===== src/rtl/simon_pkg.sv =====
// Shared types for the Simon Says sequencer: FSM states, colour codes and
// the colour-to-lamp decode used by both playback and input checking.
package simon_pkg;

  localparam int unsigned LAMP_W    = 4;
  localparam int unsigned SEQ_DEPTH = 32;
  localparam int unsigned IDX_W     = $clog2(SEQ_DEPTH);
  localparam int unsigned ROUND_W   = $clog2(SEQ_DEPTH + 1);
  localparam int unsigned LFSR_W    = 16;

  typedef enum logic [2:0] {
    IDLE,
    GEN,
    SHOW_ON,
    SHOW_OFF,
    WAIT_INPUT,
    CHECK,
    WIN,
    LOSE
  } state_t;

  typedef logic [2:0] colour_t;

  localparam colour_t COLOUR_NONE = 3'd0;

  // Codes 1..4 light lamps 0..3; anything else is dark.
  function automatic logic [LAMP_W-1:0] colour_to_lamp(input colour_t c);
    logic [LAMP_W-1:0] lamp;
    case (c)
      3'd1:    lamp = 4'b0001;
      3'd2:    lamp = 4'b0010;
      3'd3:    lamp = 4'b0100;
      3'd4:    lamp = 4'b1000;
      default: lamp = 4'b0000;
    endcase
    return lamp;
  endfunction

endpackage


===== src/rtl/simon_lfsr.sv =====
// Free-running 16-bit Galois LFSR (taps 16,14,13,11) supplying colour entropy.
// Ports: clk, rst (async active-high), rnd = two low state bits.
module simon_lfsr
  import simon_pkg::*;
#(
  parameter logic [LFSR_W-1:0] SEED = 16'hACE1
) (
  input  logic       clk,
  input  logic       rst,
  output logic [1:0] rnd
);

  localparam logic [LFSR_W-1:0] TAPS = 16'hB400;

  logic [LFSR_W-1:0] lfsr_q;

  // Right-shifting Galois form: feedback bit lfsr_q[0] folds into the tap mask.
  always_ff @(posedge clk or posedge rst) begin
    if (rst) begin
      lfsr_q <= SEED;
    end else begin
      lfsr_q <= {1'b0, lfsr_q[LFSR_W-1:1]} ^ (lfsr_q[0] ? TAPS : '0);
    end
  end

  assign rnd = lfsr_q[1:0];

endmodule


===== src/rtl/simon_round_ctrl.sv =====
// Simon Says game sequencer: grows the colour sequence, plays it back on the
// lamps, then collects and judges player presses.
// Ports: flash_clk/reset (async active-high), start, player_input (one-hot
// buttons); outputs segment (sequence memory), round, disp (lamp drive),
// check_round (player phase), game_over, win. All outputs registered.
module simon_round_ctrl
  import simon_pkg::*;
#(
  parameter int unsigned       MAX_ROUNDS    = 32,
  parameter int unsigned       FLASH_TICKS   = 8,
  parameter int unsigned       GAP_TICKS     = 4,
  parameter int unsigned       INPUT_TIMEOUT = 200,
  parameter logic [LFSR_W-1:0] LFSR_SEED     = 16'hACE1
) (
  input  logic                       flash_clk,
  input  logic                       reset,
  input  logic                       start,
  input  logic [LAMP_W-1:0]          player_input,
  output logic [SEQ_DEPTH-1:0][2:0]  segment,
  output logic [ROUND_W-1:0]         round,
  output logic [LAMP_W-1:0]          disp,
  output logic                       check_round,
  output logic                       game_over,
  output logic                       win
);

  localparam int unsigned TICK_MAX = (FLASH_TICKS > GAP_TICKS) ? FLASH_TICKS : GAP_TICKS;
  localparam int unsigned TICK_W   = $clog2(TICK_MAX + 1);
  localparam int unsigned TO_W     = $clog2(INPUT_TIMEOUT + 1);

  state_t              state_q, state_d;
  logic [IDX_W-1:0]    idx_q, idx_d;
  logic [TICK_W-1:0]   tick_q, tick_d;
  logic [TO_W-1:0]     to_q, to_d;
  logic [LAMP_W-1:0]   cap_q, cap_d;
  logic                any_q;
  logic [ROUND_W-1:0]  round_d;
  logic                seg_we, seg_clr;
  logic [LAMP_W-1:0]   disp_d;
  logic                check_round_d, game_over_d, win_d;
  logic [1:0]          rnd;
  colour_t             new_colour;
  logic [LAMP_W-1:0]   cur_lamp;
  logic                press;
  logic                more_steps;

  simon_lfsr #(.SEED(LFSR_SEED)) u_lfsr (
    .clk (flash_clk),
    .rst (reset),
    .rnd (rnd)
  );

  assign new_colour = colour_t'({1'b0, rnd}) + colour_t'(1);
  assign cur_lamp   = colour_to_lamp(segment[idx_q]);
  // A press is the rising edge of "any button down"; holding never re-triggers.
  assign press      = (player_input != '0) && !any_q;
  assign more_steps = ({1'b0, idx_q} + ROUND_W'(1)) < round;

  // State register.
  always_ff @(posedge flash_clk or posedge reset) begin
    if (reset) begin
      state_q <= IDLE;
    end else begin
      state_q <= state_d;
    end
  end

  // Next-state, counter updates and next output values.
  always_comb begin
    state_d = state_q;
    idx_d   = idx_q;
    tick_d  = tick_q;
    to_d    = to_q;
    cap_d   = cap_q;
    round_d = round;
    seg_we  = 1'b0;
    seg_clr = 1'b0;
    disp_d  = '0;

    case (state_q)
      IDLE, WIN, LOSE: begin
        if (start) begin
          state_d = GEN;
          seg_clr = 1'b1;
          round_d = '0;
        end
      end
      GEN: begin
        seg_we  = 1'b1;
        round_d = round + ROUND_W'(1);
        idx_d   = '0;
        tick_d  = '0;
        state_d = SHOW_ON;
      end
      SHOW_ON: begin
        disp_d = cur_lamp;
        if (tick_q == TICK_W'(FLASH_TICKS - 1)) begin
          tick_d  = '0;
          state_d = SHOW_OFF;
        end else begin
          tick_d = tick_q + TICK_W'(1);
        end
      end
      SHOW_OFF: begin
        if (tick_q == TICK_W'(GAP_TICKS - 1)) begin
          tick_d = '0;
          if (more_steps) begin
            idx_d   = idx_q + IDX_W'(1);
            state_d = SHOW_ON;
          end else begin
            idx_d   = '0;
            to_d    = '0;
            state_d = WAIT_INPUT;
          end
        end else begin
          tick_d = tick_q + TICK_W'(1);
        end
      end
      WAIT_INPUT: begin
        disp_d = player_input;
        if (press) begin
          cap_d   = player_input;
          state_d = CHECK;
        end else if (to_q == TO_W'(INPUT_TIMEOUT - 1)) begin
          state_d = LOSE;
        end else begin
          to_d = to_q + TO_W'(1);
        end
      end
      CHECK: begin
        // Simultaneous buttons fail the one-hot test and are judged wrong.
        if (!$onehot(cap_q) || (cap_q != cur_lamp)) begin
          state_d = LOSE;
        end else if (more_steps) begin
          idx_d   = idx_q + IDX_W'(1);
          to_d    = '0;
          state_d = WAIT_INPUT;
        end else if (round == ROUND_W'(MAX_ROUNDS)) begin
          state_d = WIN;
        end else begin
          state_d = GEN;
        end
      end
      default: state_d = IDLE;
    endcase

    // Phase flags follow the next state so they line up with the state itself.
    check_round_d = (state_d == WAIT_INPUT) || (state_d == CHECK);
    game_over_d   = (state_d == WIN) || (state_d == LOSE);
    win_d         = (state_d == WIN);
  end

  // Datapath and output registers.
  always_ff @(posedge flash_clk or posedge reset) begin
    if (reset) begin
      idx_q       <= '0;
      tick_q      <= '0;
      to_q        <= '0;
      cap_q       <= '0;
      any_q       <= 1'b0;
      round       <= '0;
      segment     <= '0;
      disp        <= '0;
      check_round <= 1'b0;
      game_over   <= 1'b0;
      win         <= 1'b0;
    end else begin
      idx_q       <= idx_d;
      tick_q      <= tick_d;
      to_q        <= to_d;
      cap_q       <= cap_d;
      any_q       <= (player_input != '0);
      round       <= round_d;
      disp        <= disp_d;
      check_round <= check_round_d;
      game_over   <= game_over_d;
      win         <= win_d;
      if (seg_clr) begin
        segment <= '0;
      end else if (seg_we) begin
        segment[round[IDX_W-1:0]] <= new_colour;
      end
    end
  end

endmodule


===== config.mk =====
export PLATFORM = sky130hd
export DESIGN_NAME = simon_round_ctrl
export DESIGN_NICKNAME = d
export VERILOG_FILES = /design/src/rtl/simon_pkg.sv /design/src/rtl/simon_lfsr.sv /design/src/rtl/simon_round_ctrl.sv
export SDC_FILE = /design/constraint.sdc
export NUM_CORES = 1
export LEC_CHECK = 0
export ABC_CLOCK_PERIOD_IN_PS = 5400
export BUFFER_PORTS_ARGS = -buffer_cell sky130_fd_sc_hd__buf_4
export CAP_MARGIN = 25
export CELL_PAD_IN_SITES_DETAIL_PLACEMENT = 0
export CELL_PAD_IN_SITES_GLOBAL_PLACEMENT = 1
export CORE_ASPECT_RATIO = 1.75
export CORE_MARGIN = 3
export CORE_UTILIZATION = 44
export DETAILED_ROUTE_END_ITERATION = 16
export PLACE_DENSITY = 0.86
export SETUP_SLACK_MARGIN = 0.4
export SLEW_MARGIN = 20
export SYNTH_ARGS = -nofsm -noshare
export SYNTH_HDL_FRONTEND = slang
export SYNTH_SLANG_ARGS = --single-unit

===== constraint.sdc =====
create_clock -name flash_clk -period 5.4 [get_ports flash_clk]
set_input_delay 0.81 -clock flash_clk [delete_from_list [all_inputs] [get_ports flash_clk]]
set_output_delay 0.81 -clock flash_clk [all_outputs]
set_load 0.01 [all_outputs]

# Word-level counts from Yosys, hierarchy flattened
# Index checks and enable logic that the tools add are counted.
# totals
out_inout_bits	109
word_cells	145
inputBits	7
ff_bits	150
# classes
eq_ne	28
reduce_logical	19
mux	40
n_bitwise	1
order_cmp	4
addsub	9
# ops
op	n
96-bit two-way mux	2
96-bit bitwise mux	1
8-bit two-way mux	6
3-bit two-way mux	11
3-bit equality test, second input constant	9
8-bit case mux with 3 select lines	1
5-bit two-way mux	4
3-bit case mux with 6 select lines	1
16-bit two-way mux	1
4-bit case mux with 4 select lines	1
15-bit by 16-bit XOR with 16-bit output	1
3-bit binary-select mux with 5-bit select	1
3-bit demux with 5-bit select	1
5-bit case mux with 3 select lines	1
2-bit != test, second input constant	7
3-bit by 2-bit equality test with 1-bit output, second input constant	4
5-bit by 6-bit < comparator with 1-bit output, second input constant	2
4-bit case mux with 3 select lines	1
6-bit case mux with 2 select lines	1
3-bit by 1-bit equality test with 1-bit output, second input constant	3
3-bit nonzero test	3
8-bit by 1-bit adder with 8-bit output, second input constant	1
8-bit equality test, second input constant	1
4-bit two-way mux	2
other kinds (26)	35

# Logic depth before layout (Yosys ltp)
# Gate-level depths: netlist of the first run.
# logic_depth
word_depth	10
mapped_depth	15
ltp_nobuf	14

# By module
# From an unflattened synthesis of the first run, not the netlist that was laid out.
# hier_totals
cells_unflattened	815
area_unflattened_um2	7703.6
# modules_own_cells
mod	instances	area_each_um2	seq_area_each_um2	cells_each
simon_round_ctrl	1	7248.2	3353.2	793
simon_lfsr	1	455.4	410.4	22

# Worst setup path after synthesis of the first run
# OpenSTA, ideal clock, no wires.
# synth_timing
path_kind	reg2reg
start	register idx_q[2]
end	register to_q[0]
n_path_buf	3
stages_incl_launch_ff	14
setup_time_ns	0.125
period_less_slack_ns	3.128
path_slack_ns	2.272
required_ns	5.275
t_arrival_ns	3.003
cell_sequence	dfrtp_1 > clkbuf_1 > clkbuf_1 > nand3_1 > xnor2_1 > ha_1 > nand2_1 > o21ai_1 > and2_1 > nand3_1 > a221o_1 > a21o_1 > clkbuf_1 > mux2_2
# synth_via
elab_chain_cells	8
elab_cells_between_ends	15
cone_classes	1 x add/sub; 1 x order compare; 8 x eq/ne; 3 x mux; 2 x reduce/logical
# synth_rtl
element	line	text
from (decl)	simon_round_ctrl.sv:32	logic [IDX_W-1:0] idx_q, idx_d;
from (signal assigned)	simon_round_ctrl.sv:168	idx_q <= idx_d;
3-bit binary-select mux with 5-bit select	simon_round_ctrl.sv:54	assign cur_lamp = colour_to_lamp(segment[idx_q]);
3-bit two-way mux (not written as such)	simon_round_ctrl.sv:54	
3-bit equality test, or another cell as far along	simon_pkg.sv:29	case (c)
4-bit case mux with 4 select lines	simon_pkg.sv:29	
4-bit != test	simon_round_ctrl.sv:132	if (!$onehot(cap_q) || (cap_q != cur_lamp)) begin
1-bit logical OR	simon_round_ctrl.sv:132	
2-bit != test (no source line)	n/a	
7-bit AND reduction (no source line) *	n/a	
to (signal assigned)	simon_round_ctrl.sv:170	to_q <= to_d;
to (decl)	simon_round_ctrl.sv:34	logic [TO_W-1:0] to_q, to_d;
# Every way passes the cells marked *; elsewhere a longest branch is shown, timed or not. The select of a mux whose other input is x is not followed.
# A chain may end at the register's enable or synchronous reset.

# Final worst setup path of the first run
# layout_timing
start	register idx_q[0]
end	register idx_q[3]
# layout_via
elab_chain_cells	8
elab_cells_between_ends	20
cone_classes	2 x add/sub; 1 x order compare; 7 x eq/ne; 8 x mux; 2 x reduce/logical
# layout_rtl
element	line
3-bit binary-select mux with 5-bit select	simon_round_ctrl.sv:54
3-bit two-way mux (not written as such)	simon_round_ctrl.sv:54
3-bit equality test, or another cell as far along	simon_pkg.sv:29
4-bit case mux with 4 select lines	simon_pkg.sv:29
4-bit != test	simon_round_ctrl.sv:132
1-bit logical OR	simon_round_ctrl.sv:132
2-bit != test (no source line)	n/a
4-bit AND reduction (no source line)	n/a
# Several ways; a longest one is shown, not always the timed one. The select of a mux whose other input is x is not followed.

==> results of run 1 <==
==> final timing paths <==
check | end | slack, ns | startpoint
setup / recovery | idx_q[3] | 1.55 | idx_q[0]
hold / removal | u_lfsr.lfsr_q[3] | 0.35 | u_lfsr.lfsr_q[4]
setup reg to reg | idx_q[3] | 1.55 | idx_q[0]
hold reg to reg | u_lfsr.lfsr_q[3] | 0.35 | u_lfsr.lfsr_q[4]
max in group asynchronous | segment[57] | 3.83 | reset
min in group asynchronous | tick_q[3] | 0.39 | reset
==> area by class of cell <==
type                            count  area, µm²
Clock buffer                       18      429.2
Clock inverter                     14      162.7
Fill cell                        1587       7742
Inverter                           24      95.09
Multi-Input combinational cell    579       3646
Sequential cell                   150       3765
Tap cell                          227      284.0
Timing Repair Buffer              128      980.9
==> report_power, final <==
group	total (mW)	leakage, nW	switching, mW	internal, mW
sequential	1.40	2.03	0.191	1.21
clock	1.21	0.282	0.515	0.693
combinational	0.979	1.93	0.592	0.387
total	3.59	4.24	1.30	2.29
==> through the flow <==
step	power, mW	worst slack, ns	cells
after global placement	2.375	1.615	1107
final	3.586	1.548	1140
after CTS	3.604	1.505	1140
after detailed placement	2.400	1.517	1108
after floorplan	2.069	0.5668	804
after global routing	3.770	1.193	1140
==> metal layers <==
metal / track usage / share of wire / vias up
li1: - / - / 3003
met1: 0.2827 / 0.39 / 3282
met2: 0.4267 / 0.54 / 203
met3: 0.03110 / 0.033 / 57
met4: 0.1037 / 0.035 / 0
met5: 0 / 0 / -
==> Yosys cell counts, types with 2 or more instances <==
library cell               number
sky130_fd_sc_hd__nor2b_1        5
sky130_fd_sc_hd__a211oi_1      17
sky130_fd_sc_hd__nand3_2        2
sky130_fd_sc_hd__nor2_1       109
sky130_fd_sc_hd__nor3_1        17
sky130_fd_sc_hd__a22o_1         3
sky130_fd_sc_hd__mux2_4         3
sky130_fd_sc_hd__o21ai_0       41
sky130_fd_sc_hd__xor2_1         4
sky130_fd_sc_hd__inv_1         23
sky130_fd_sc_hd__nand3_1       47
sky130_fd_sc_hd__dfstp_2        8
sky130_fd_sc_hd__o22a_1         4
sky130_fd_sc_hd__nor4_1         3
sky130_fd_sc_hd__a31oi_1        4
sky130_fd_sc_hd__a22oi_1        4
sky130_fd_sc_hd__and2_1        11
sky130_fd_sc_hd__ha_1          17
sky130_fd_sc_hd__buf_2          4
sky130_fd_sc_hd__dfrtp_1      142
sky130_fd_sc_hd__and3_1         7
sky130_fd_sc_hd__mux2_2         2
sky130_fd_sc_hd__o31ai_1        6
sky130_fd_sc_hd__clkbuf_1      42
sky130_fd_sc_hd__a21oi_1       71
sky130_fd_sc_hd__nand2_1      120
sky130_fd_sc_hd__xnor2_1        5
sky130_fd_sc_hd__o21ba_2        2
sky130_fd_sc_hd__mux2i_1       25
sky130_fd_sc_hd__buf_1          2
sky130_fd_sc_hd__mux4_2        21
==> kinds of logic after synthesis <==
family	count (synthesis)
AO/OA/AOI/OAI	172
XOR/XNOR	9
adder cells (fa/ha/maj)	18
buffers and inverters	75
flip-flops	150
multiplexers	52
AND/OR/NAND/NOR	328
==> flip-flops by register name, indices dropped and copies added, names as in the netlist, 3 cells and up <==
name / count
cap_q: 4
disp: 4
idx_q: 5
round: 6
segment: 96
state_q: 3
tick_q: 4
to_q: 8
u_lfsr.lfsr_q: 16
==> PnR_summary.wiki, run 1 <==
{| class="wikitable"
! Metric !! Value
|-
| Cts repair resizes || 0
|-
| Estimated wirelength of the detail-placed design || 16040 µm
|-
| Synth top area share || 0.4605
|-
| Num rows || 63
|-
| Remaining routing DRC violations || 0
|-
| # Post-CTS Setup Buffers || 0
|-
| Setup TNS || 0 ns
|-
| Worst Tran Pin Value || ~0.94 ns
|-
| Post-synthesis cell type count || between 60 and 70
|-
| Crit path time final || slightly below 4 ns
|-
| Run status || finished clean
|-
| Total congestion overflow after global routing || 0
|-
| Compound-gate portion of the synthesized area || 0.1424
|-
| Max-slew headroom at the worst pin || 0.3666
|-
| Flip-flop and latch count after synthesis || 150
|-
| Worst path cell trace || mux4_2, nand2_1, and3_1, a311oi_2, a21oi_2, nand3_2, o2bb2ai_2, a2bb2oi_2, nand3_2, o41ai_4, mux2_4
|-
| Most frequent standard cell in the layout excluding fill and tap cells || sky130_fd_sc_hd__dfrtp_1
|-
| Skew-Pair Late Insertion Delay || 0.43 ns
|-
| Combinational family with the most area after synthesis || simple AND/OR/NAND/NOR gates
|-
| Root buf cell || sky130_fd_sc_hd__clkbuf_16
|-
| Chip height || around 180 µm
|-
| Data arrival time at the worst-slack endpoint || about 4.2 ns
|-
| Die area || between 15000 and 20000 µm²
|-
| Number of global-route vias before repair || 6460
|-
| Hold violation count in the final report || 0
|-
| Share of layout cells above drive strength 1 || 0.2300
|-
| Final weighted congestion in routability-driven placement || ~0.86
|-
| Drt initial violations || between 300 and 400
|-
| Hold_buf cts || 0
|-
| Number of cells on the worst reg-to-reg path || 11
|-
| Max-cap violation count || 0
|-
| I/O pins || between 100 and 150
|-
| Synth top area cells || sky130_fd_sc_hd__dfrtp_1 (46%), sky130_fd_sc_hd__mux4_2 (6.1%), sky130_fd_sc_hd__nand2_1 (5.8%)
|-
| P_leak || approximately 4.2 nW
|-
| Critical Path Slowest Stage Cell || sky130_fd_sc_hd__dfrtp_2
|-
| Diodes inserted || 0
|-
| Final setup fails || 0
|-
| Most prevalent standard cell on the critical path || sky130_fd_sc_hd__nand3_2
|-
| Clock Pin Slew Worst Setup and Hold Paths || 0.06 ns
|-
| Antenna-violating nets left || 0
|-
| Synth Area in Adders || 0.03016
|-
| First-pass GRT wire length || approximately 36000 µm
|-
| Count of mapped cells out of synthesis || between 800 and 900
|-
| Total detailed-routing wirelength || 22640 µm
|-
| Crit path launch type || register
|-
| Share of synthesized registers carrying an async set or reset || 1.000
|-
| Number of buffer cells added on primary ports || between 100 and 150
|-
| RSZ-0062 raised after global routing || false
|-
| Longest Clk Path Bufs || 2
|-
| XOR/XNOR Fraction of Synth Area || 0.01022
|-
| Depth of the CTS H-tree || 4
|-
| Most instantiated flip-flop cell in the synthesis netlist || sky130_fd_sc_hd__dfrtp_1
|-
| Cell area reported after detailed placement || ~8800 µm²
|-
| Maximum fanout along the worst path || 30
|-
| Pin count of the biggest net entering global routing || between 60 and 70
|-
| Simple logic cell fraction of the synthesized area || 0.1829
|-
| Cell area after layout || between 9000 and 10000 µm²
|-
| Number of CTS-inserted buffers || 17
|-
| Total GRT Usage || 0.2384
|-
| Worst Hold Depth || 0
|-
| Number of vias per cell || between 5 and 6
|-
| Peak Freq || around 0.26 GHz
|-
| CP bufs+invs || 0
|-
| Number of antenna violations at the first check in global routing || 0
|-
| Delay of the slowest cell on the worst path || about 0.94 ns
|-
| Crit path depth || 11
|-
| Sequential-to-total area share from yosys stat || 0.4878
|-
| WL per Instance || 19.86 µm
|-
| Synthesized netlist net count || 829
|-
| Top cell type by total area after synthesis || sky130_fd_sc_hd__dfrtp_1
|-
| WHS || approximately 0.35 ns
|-
| Total number of nets in the final design || 925
|-
| CORE AREA || 17110 µm²
|-
| Yosys synthesis warning count || 0
|-
| Layout Skew || around 0.016 ns
|-
| Final core utilization || 0.5474
|-
| Via count of the routed design || about 6500
|-
| Mapped Area || ~7700 µm²
|-
| CTS tree || done
|-
| Leading cell types in the layout, fill and taps excluded || sky130_fd_sc_hd__dfrtp_1 (141), sky130_fd_sc_hd__buf_4 (127), sky130_fd_sc_hd__nand2_1 (120)
|-
| Total clock sinks || 150
|-
| Power density over cell area || between 300 and 400 nW/µm²
|-
| Crit path required time || 5.70 ns
|-
| Effective utilization at floorplan || 0.4511
|-
| Number of synthesized flops with an enable pin || 0
|-
| Pins over their slew limit || 0
|-
| Number of detailed-route iterations in the first pass || 5
|-
| Multiplexer share of the synthesized area || 0.1059
|-
| Die width || between 100 and 150 µm
|-
| Final period utilization || 0.7134
|-
| Kind of cell with the highest combined delay on the critical path || compound AO/OA/AOI/OAI gates
|-
| Peak supply drop || about 0.22 mV
|-
| Area delta synth->final || 21.34%
|-
| Average cell area after synthesis || 9.597 µm²
|-
| Sort of element at the end of the critical path || register
|-
| CP Class || reg2reg
|-
| Worst hold-check path type || reg2reg
|}
(Power assumes the default switching activity.)
==> inputs of run 2 (changes only) <==
Settings changed: ABC_CLOCK_PERIOD_IN_PS 5400 to 3920.
Clock period 5.4 ns to 3.92 ns, I/O delays scaled along.
==> PnR_summary.wiki, run 2 (synthesized netlist as in run 1, its figures left out) <==
{| class="wikitable"
! Metric !! Value
|-
| Hold_buf cts || 0 (unchanged)
|-
| Number of inserted filler cells in the final layout || 1545 (-2.6%)
|-
| Leading cell types in the layout, fill and taps excluded || sky130_fd_sc_hd__dfrtp_1 (140), sky130_fd_sc_hd__buf_4 (129), sky130_fd_sc_hd__nand2_1 (120)
|-
| Via count of the routed design || 6478 (-1.0%)
|-
| Worst Tran Pin Value || 0.9291 ns (-0.01381 ns)
|-
| Pin count of the biggest net entering global routing || 100 (+52%)
|-
| Total GRT Usage || 0.2422 (+0.003800)
|-
| CP startpoint || idx_q[0]
|-
| CTS tree || done
|-
| Crit path time final || 3.318 ns (-0.5341 ns)
|-
| Max-slew headroom at the worst pin || 0.3759 (+0.009276)
|-
| Number of detailed-route iterations in the first pass || 5 (unchanged)
|-
| Routed length on met1 || 8495 µm (-4.5%)
|-
| Effective utilization at floorplan || 0.4511 (unchanged)
|-
| Pins over their slew limit || 0 (unchanged)
|-
| Layout Skew || 0.02269 ns (+0.006702 ns)
|-
| Area delta synth->final || 22.25%
|-
| Final setup fails || 0 (unchanged)
|-
| Antenna-violating nets left || 0 (unchanged)
|-
| Die width || 106.1 µm (unchanged)
|-
| Skew-Pair Late Insertion Delay || 0.44 ns (about the same)
|-
| RSZ-0062 raised after global routing || false
|-
| Startpoint of the lowest-slack register-to-register path || idx_q[0]
|-
| Depth of the CTS H-tree || 4 (unchanged)
|-
| Largest register by flop count || segment
|-
| Run status || finished clean
|-
| Peak supply drop || 0.3603 mV (+65%)
|-
| Root buf cell || sky130_fd_sc_hd__clkbuf_16
|-
| Total number of nets in the final design || 931 (+0.65%)
|-
| Number of vias per cell || 5.653 (-1.5%)
|-
| Crit path launch type || register
|-
| Highest routing layer actually used || met4
|-
| CORE AREA || 17110 µm² (unchanged)
|-
| Chip height || 181.2 µm (unchanged)
|-
| Number of antenna violations at the first check in global routing || 0 (unchanged)
|-
| Wire length on met3 || 952 µm (+26%)
|-
| I/O pins || 116 (unchanged)
|-
| Sort of element at the end of the critical path || register
|-
| Longest Clk Path Bufs || 2 (unchanged)
|-
| Die area || 19220 µm² (unchanged)
|-
| Number of global-route vias before repair || 6645 (+2.9%)
|-
| First-pass GRT wire length || 36230 µm (+0.69%)
|-
| Hold violation count in the final report || 0 (unchanged)
|-
| Biggest registers after layout || segment (96), u_lfsr.lfsr_q (16), to_q (8)
|-
| Final core utilization || 0.5515 (+0.004096)
|-
| Share of layout cells above drive strength 1 || 0.2383 (+0.008292)
|-
| Remaining routing DRC violations || 0 (unchanged)
|-
| Maximum fanout along the worst path || 15 (-50%)
|-
| Num rows || 63 (unchanged)
|-
| Number of CTS-inserted buffers || 17 (unchanged)
|-
| Final period utilization || 0.8465 (+0.1331)
|-
| Estimated wirelength of the detail-placed design || 15870 µm (-1.1%)
|-
| Number of buffer cells added on primary ports || 115 (unchanged)
|-
| Most frequent standard cell in the layout excluding fill and tap cells || sky130_fd_sc_hd__dfrtp_1
|-
| Setup TNS || 0 ns (unchanged)
|-
| Peak Freq || 0.3014 GHz (+16%)
|-
| Diodes inserted || 0 (unchanged)
|-
| WL per Instance || 19.64 µm (-1.1%)
|-
| Crit path required time || 4.22 ns (-1.48 ns)
|-
| Clock Pin Slew Worst Setup and Hold Paths || 0.07 ns (about the same)
|-
| Total detailed-routing wirelength || 22510 µm (-0.55%)
|-
| Data arrival time at the worst-slack endpoint || 3.62 ns (-0.53 ns)
|-
| Total clock sinks || 150 (unchanged)
|-
| P_leak || 4.274 nW (+0.79%)
|-
| Power density over cell area || 524.8 nW/µm² (+37%)
|-
| Drt initial violations || 525 (+40%)
|-
| CP Class || reg2reg
|-
| Post-layout power || 4.950 mW (+38%)
|-
| Largest register FFs || 96 (unchanged)
|-
| Final weighted congestion in routability-driven placement || 0.8471 (-1.8%)
|-
| Total congestion overflow after global routing || 0 (unchanged)
|-
| Total length of routed met2 wires || 12050 µm (-1.1%)
|-
| Worst hold-check path type || in2async
|-
| Max-cap violation count || 0 (unchanged)
|}
-- run 2: changes by cell type in the layout (fill, tap and decap cells not counted), sizes merged --
| cell | before | now |
|---|---|---|
| buf | 128 | 133 |
| bufinv | 2 | 0 |
| clkinv | 4 | 5 |
| inv | 29 | 31 |
-- run 2: critical path, cell delays in order, from the launching register on --
cell                        delay, ns
sky130_fd_sc_hd__dfrtp_2         0.42
sky130_fd_sc_hd__buf_12          0.20
sky130_fd_sc_hd__mux4_1          0.58
sky130_fd_sc_hd__nand2_1         0.08
sky130_fd_sc_hd__and3_1          0.16
sky130_fd_sc_hd__a311o_1         0.16
sky130_fd_sc_hd__nand2_2         0.12
sky130_fd_sc_hd__nor4_1          0.24
sky130_fd_sc_hd__a31oi_1         0.09
sky130_fd_sc_hd__a2bb2oi_2       0.19
sky130_fd_sc_hd__nand3_2         0.16
sky130_fd_sc_hd__o41ai_4         0.29
sky130_fd_sc_hd__buf_4           0.21
sky130_fd_sc_hd__mux2_4          0.30
-- run 2: area by class of cell --
class	count	area, µm²	area share
multi-input combinational	579	3654	0.3873
clock inverter	15	132.6	0.01406
inverter	24	97.59	0.01035
sequential	150	3766	0.3993
timing repair buffer	134	1074	0.1138
clock buffer	17	425.4	0.04510
tap	227	284.0	0.03011
-- run 2: repair_timing --
| action | CTS | global route |
|---|---|---|
| endpoints found under the setup margin | 0 | 6 |
| buffers inserted | 0 | 1 |
| resized for setup | 0 | 3 |
-- run 2: per-layer routing --
metal  up-vias  global-route usage
met5         -                   0
met4         0              0.1183
met3        56             0.03861
met2       216              0.4201
met1      3183              0.2891
li1       3023                   -
-- run 2: through the flow --
stage,hold slack (ns),instances,setup slack (ns),area [µm²]
after floorplan,0.3312,804,0.7918,7720
after global placement,0.3338,1112,0.5540,8830
after detailed placement,0.3403,1112,0.5056,8830
after CTS,0.3431,1144,0.4805,9388
after global routing,0.3566,1146,0.4055,9433
final,0.3192,1146,0.6019,9433
-- run 2: path summary, 6_finish.rpt --
check	endpoint	slack (ns)	cells past startpoint
setup / recovery	idx_q[0]	0.60	13
hold / removal	check_round	0.32	2
setup reg to reg	idx_q[0]	0.60	13
hold reg to reg	u_lfsr.lfsr_q[5]	0.35	0
max in group asynchronous	u_lfsr.lfsr_q[0]	2.64	3
min in group flash_clk	u_lfsr.lfsr_q[5]	0.35	0
-- run 2: power breakdown --
part | switching, mW | leakage [nW] | internal, mW | total [mW]
combinational | 0.921 | 1.97 | 0.607 | 1.53
clock | 0.733 | 0.275 | 0.836 | 1.57
sequential | 0.189 | 2.03 | 1.67 | 1.85
==> inputs of run 3 (changes only) <==
Settings changed: ABC_AREA set to 1, ABC_CLOCK_PERIOD_IN_PS 3920 to 2750, CORE_UTILIZATION 44 to 38, PLACE_DENSITY 0.86 to 0.82.
Clock period 3.92 ns to 2.75 ns, I/O delays scaled along.
==> PnR_summary.wiki, run 3 <==
{| class="wikitable"
! Metric !! Value
|-
| Number of vias per cell || 5.446 (-3.6%)
|-
| Skew-Pair Late Insertion Delay || 0.44 ns (about the same)
|-
| Sequential-to-total area share from yosys stat || 0.4645 (-0.02327)
|-
| Area delta synth->final || 31.18%
|-
| Biggest registers after layout || segment (96), u_lfsr.lfsr_q (16), to_q (8)
|-
| Worst path cell trace || buf_6, buf_12, nand3_2, nor2_2, ha_4, a21oi_2, o21a_1, o31ai_4, buf_4, a221oi_4, nand2_2, nand2_2, o21ai_2, nand2_1, inv_1
|-
| Die area || 23180 µm² (+21%)
|-
| Clock Pin Slew Worst Setup and Hold Paths || 0.07 ns (about the same)
|-
| Die width || 116.4 µm (+9.7%)
|-
| Longest Clk Path Bufs || 2 (unchanged)
|-
| Synth top area cells || sky130_fd_sc_hd__dfrtp_1 (44%), sky130_fd_sc_hd__nand2_1 (15%), sky130_fd_sc_hd__nand3_1 (11%)
|-
| Max-slew headroom at the worst pin || 0.5259 (+0.1500)
|-
| Effective utilization at floorplan || 0.3871 (-0.06401)
|-
| Average cell area after synthesis || 7.651 µm² (-20%)
|-
| Post-layout power || 7.371 mW (+49%)
|-
| WHS || 0.06853 ns (-0.2506 ns)
|-
| Number of antenna violations at the first check in global routing || 0 (unchanged)
|-
| Multiplexer share of the synthesized area || 0 (-0.1059)
|-
| Number of cells on the worst reg-to-reg path || 15 (+2)
|-
| First-pass GRT wire length || 42190 µm (+16%)
|-
| Total GRT Usage || 0.2401 (-0.002112)
|-
| Mapped Area || 8103 µm² (+5.0%)
|-
| Synthesized netlist net count || 1084 (+31%)
|-
| Leading post-synthesis cells by instance count || sky130_fd_sc_hd__nand2_1 (322), sky130_fd_sc_hd__nand3_1 (180), sky130_fd_sc_hd__dfrtp_1 (142), sky130_fd_sc_hd__o21ai_0 (104), sky130_fd_sc_hd__inv_1 (75)
|-
| Number of global-route vias before repair || 7821 (+18%)
|-
| Root buf cell || sky130_fd_sc_hd__clkbuf_16
|-
| Cell area reported after detailed placement || 9440 µm² (+6.9%)
|-
| Compound-gate portion of the synthesized area || 0.1123 (-0.03011)
|-
| Peak supply drop || 0.5401 mV (+50%)
|-
| I/O pins || 116 (unchanged)
|-
| Max-cap violation count || 0 (unchanged)
|-
| Crit path required time || 3.08 ns (-1.14 ns)
|-
| Crit path time final || 2.607 ns (-0.7108 ns)
|-
| Depth of the CTS H-tree || 4 (unchanged)
|-
| WL per Instance || 18.89 µm (-3.8%)
|-
| Net Sw Frac || 0.3663 (-0.005846)
|-
| Count of mapped cells out of synthesis || 1059 (+32%)
|-
| Most instantiated flip-flop cell in the synthesis netlist || sky130_fd_sc_hd__dfrtp_1
|-
| Share of synthesized registers carrying an async set or reset || 1.000 (unchanged)
|-
| Number of CTS-inserted buffers || 17 (unchanged)
|-
| Top cell type by total area after synthesis || sky130_fd_sc_hd__dfrtp_1
|-
| Final setup fails || 0 (unchanged)
|-
| Setup TNS || 0 ns (unchanged)
|-
| Combinational power share || 0.326 (+0.017)
|-
| RSZ-0062 raised after global routing || true
|-
| Cell total after placement || 1410 (+27%)
|-
| Diodes inserted || 0 (unchanged)
|-
| Synth top area share || 0.4385 (-0.02197)
|-
| Total detailed-routing wirelength || 27500 µm (+22%)
|-
| CTS tree || done
|-
| Leading cell types in the layout, fill and taps excluded || sky130_fd_sc_hd__nand2_1 (286), sky130_fd_sc_hd__nand3_1 (163), sky130_fd_sc_hd__buf_4 (144)
|-
| Sort of element at the end of the critical path || register
|-
| Run status || finished clean
|-
| Peak Freq || 0.3835 GHz (+27%)
|-
| Drt initial violations || 577 (+9.9%)
|-
| Total clock sinks || 150 (unchanged)
|-
| Net switching power || 2.700 mW (+47%)
|-
| Hold_buf cts || 0 (unchanged)
|-
| Maximum fanout along the worst path || 18 (+3)
|-
| Internal power summed over all cells || 4.671 mW (+50%)
|-
| Worst hold-check path type || in2async
|-
| Most prevalent standard cell on the critical path || sky130_fd_sc_hd__nand2_2
|-
| XOR/XNOR Fraction of Synth Area || 0.007566 (-0.002649)
|-
| Number of detailed-route iterations in the first pass || 5 (unchanged)
|-
| Combinational family with the most area after synthesis || simple AND/OR/NAND/NOR gates
|-
| Critical Path Slowest Stage Cell || sky130_fd_sc_hd__dfrtp_2
|-
| Cell area after layout || 10630 µm² (+13%)
|-
| Via count of the routed design || 7930 (+22%)
|-
| Worst Tran Pin Value || 0.7086 ns (-0.2205 ns)
|-
| Most frequent standard cell in the layout excluding fill and tap cells || sky130_fd_sc_hd__nand2_1
|-
| Synth Area in Adders || 0.02872 (-0.001439)
|-
| Number of buffer cells added on primary ports || 115 (unchanged)
|-
| Remaining routing DRC violations || 0 (unchanged)
|-
| P_leak || 5.102 nW (+19%)
|-
| Largest register FFs || 96 (unchanged)
|-
| Data arrival time at the worst-slack endpoint || 2.94 ns (-0.68 ns)
|-
| Estimated wirelength of the detail-placed design || 19310 µm (+22%)
|-
| Number of synthesized flops with an enable pin || 0 (unchanged)
|-
| Most frequent cell after synthesis || sky130_fd_sc_hd__nand2_1
|-
| Largest register by flop count || segment
|-
| Total number of nets in the final design || 1216 (+31%)
|-
| Flip-flop and latch count after synthesis || 150 (unchanged)
|-
| Hold violation count in the final report || 0 (unchanged)
|-
| Antenna-violating nets left || 0 (unchanged)
|-
| Final weighted congestion in routability-driven placement || 0.8739 (+3.2%)
|-
| Sequential share of power || 0.331 (-0.043)
|-
| CORE AREA || 20930 µm² (+22%)
|-
| Total congestion overflow after global routing || 0 (unchanged)
|-
| Power density over cell area || 693.5 nW/µm² (+32%)
|-
| Layout Skew || 0.01061 ns (-0.01208 ns)
|-
| CP Class || reg2reg
|-
| Post-synthesis cell type count || 42 (-34%)
|-
| Chip height || 199.2 µm (+9.9%)
|-
| Proportion of power drawn by the clock network || 0.344 (+0.027)
|-
| Share of layout cells above drive strength 1 || 0.2608 (+0.02249)
|-
| Pins over their slew limit || 0 (unchanged)
|-
| Delay of the slowest cell on the worst path || 0.46 ns (-0.12 ns)
|-
| Crit path launch type || register
|-
| Pin count of the biggest net entering global routing || 103 (+3.0%)
|-
| Final period utilization || 0.9481 (+0.1017)
|-
| Yosys synthesis warning count || 0 (unchanged)
|-
| Num rows || 70 (+11%)
|-
| Final instance count without filler cells || 1456 (+27%)
|-
| Simple logic cell fraction of the synthesized area || 0.3145 (+0.1316)
|}
==> run 3: timing repair <==
action                                  CTS  global route
hold endpoints to repair                  0             0
pin swaps                                18            31
cloned                                    2             3
setup buffers                             8             1
resized for setup                        41            50
endpoints found under the setup margin   54            19
==> run 3: metal layers <==
metal | part of all wire | track usage | up-vias
li1 | - | - | 3795
met1 | 0.37 | 0.2689 | 3802
met2 | 0.53 | 0.4244 | 255
met3 | 0.050 | 0.04879 | 78
met4 | 0.047 | 0.1209 | 0
met5 | 0 | 0 | -
==> run 3: kinds of logic (layout without fill, tap and decap cells) <==
kind of cell / Yosys count / count (layout)
simple gates: 587 / 588
buf+inv: 133 / 277
fa+ha+maj: 18 / 18
xor+xnor: 7 / 7
flops: 150 / 150
compound gates: 164 / 164
==> run 3: power groups by stage <==
stage | logic, mW | registers [mW] | clock network, mW
2_1_floorplan | 1.29 | 2.47 | 0
3_3_place_gp | 1.98 | 2.47 | 0
3_5_place_dp | 1.99 | 2.47 | 0
4_1_cts | 2.30 | 2.44 | 2.58
5_1_grt | 2.61 | 2.45 | 2.66
6_report | 2.40 | 2.44 | 2.53
==> run 3: layout make-up <==
cell class | count | area, µm²
fill | 2042 | 10300
clock inverter | 14 | 198.9
multi-input combinational | 777 | 4156
sequential | 150 | 3770
inverter | 82 | 319.1
tap | 252 | 315.3
timing repair buffer | 163 | 1430
clock buffer | 18 | 439.2
==> run 3: through the flow <==
step | util | worst slack [ns]
global route | 0.5078 | -0.02924
finish | 0.5078 | 0.1427
floorplan | - | 0.4082
CTS | 0.4949 | 0.1355
detailed placement | 0.4510 | 0.06806
global placement | 0.4510 | 0.06186
==> run 3: critical path, delay by kind of cell (launching register included) <==
| family | cells | cell delay, ns |
|---|---|---|
| AO/OA/AOI/OAI | 5 | 0.74 |
| adder cells (fa/ha/maj) | 1 | 0.24 |
| buffers and inverters | 4 | 0.51 |
| flip-flops | 1 | 0.46 |
| AND/OR/NAND/NOR | 5 | 0.55 |
==> run 3: worst paths after layout <==
check	from	endpoint	slack, ns
max	idx_q[0]	game_over	0.14
min	reset	segment[53]	0.07
max reg2reg	idx_q[0]	game_over	0.14
min reg2reg	u_lfsr.lfsr_q[3]	u_lfsr.lfsr_q[2]	0.35
max in group asynchronous	reset	cap_q[1]	2.08
min in group flash_clk	player_input[3]	any_q	0.25
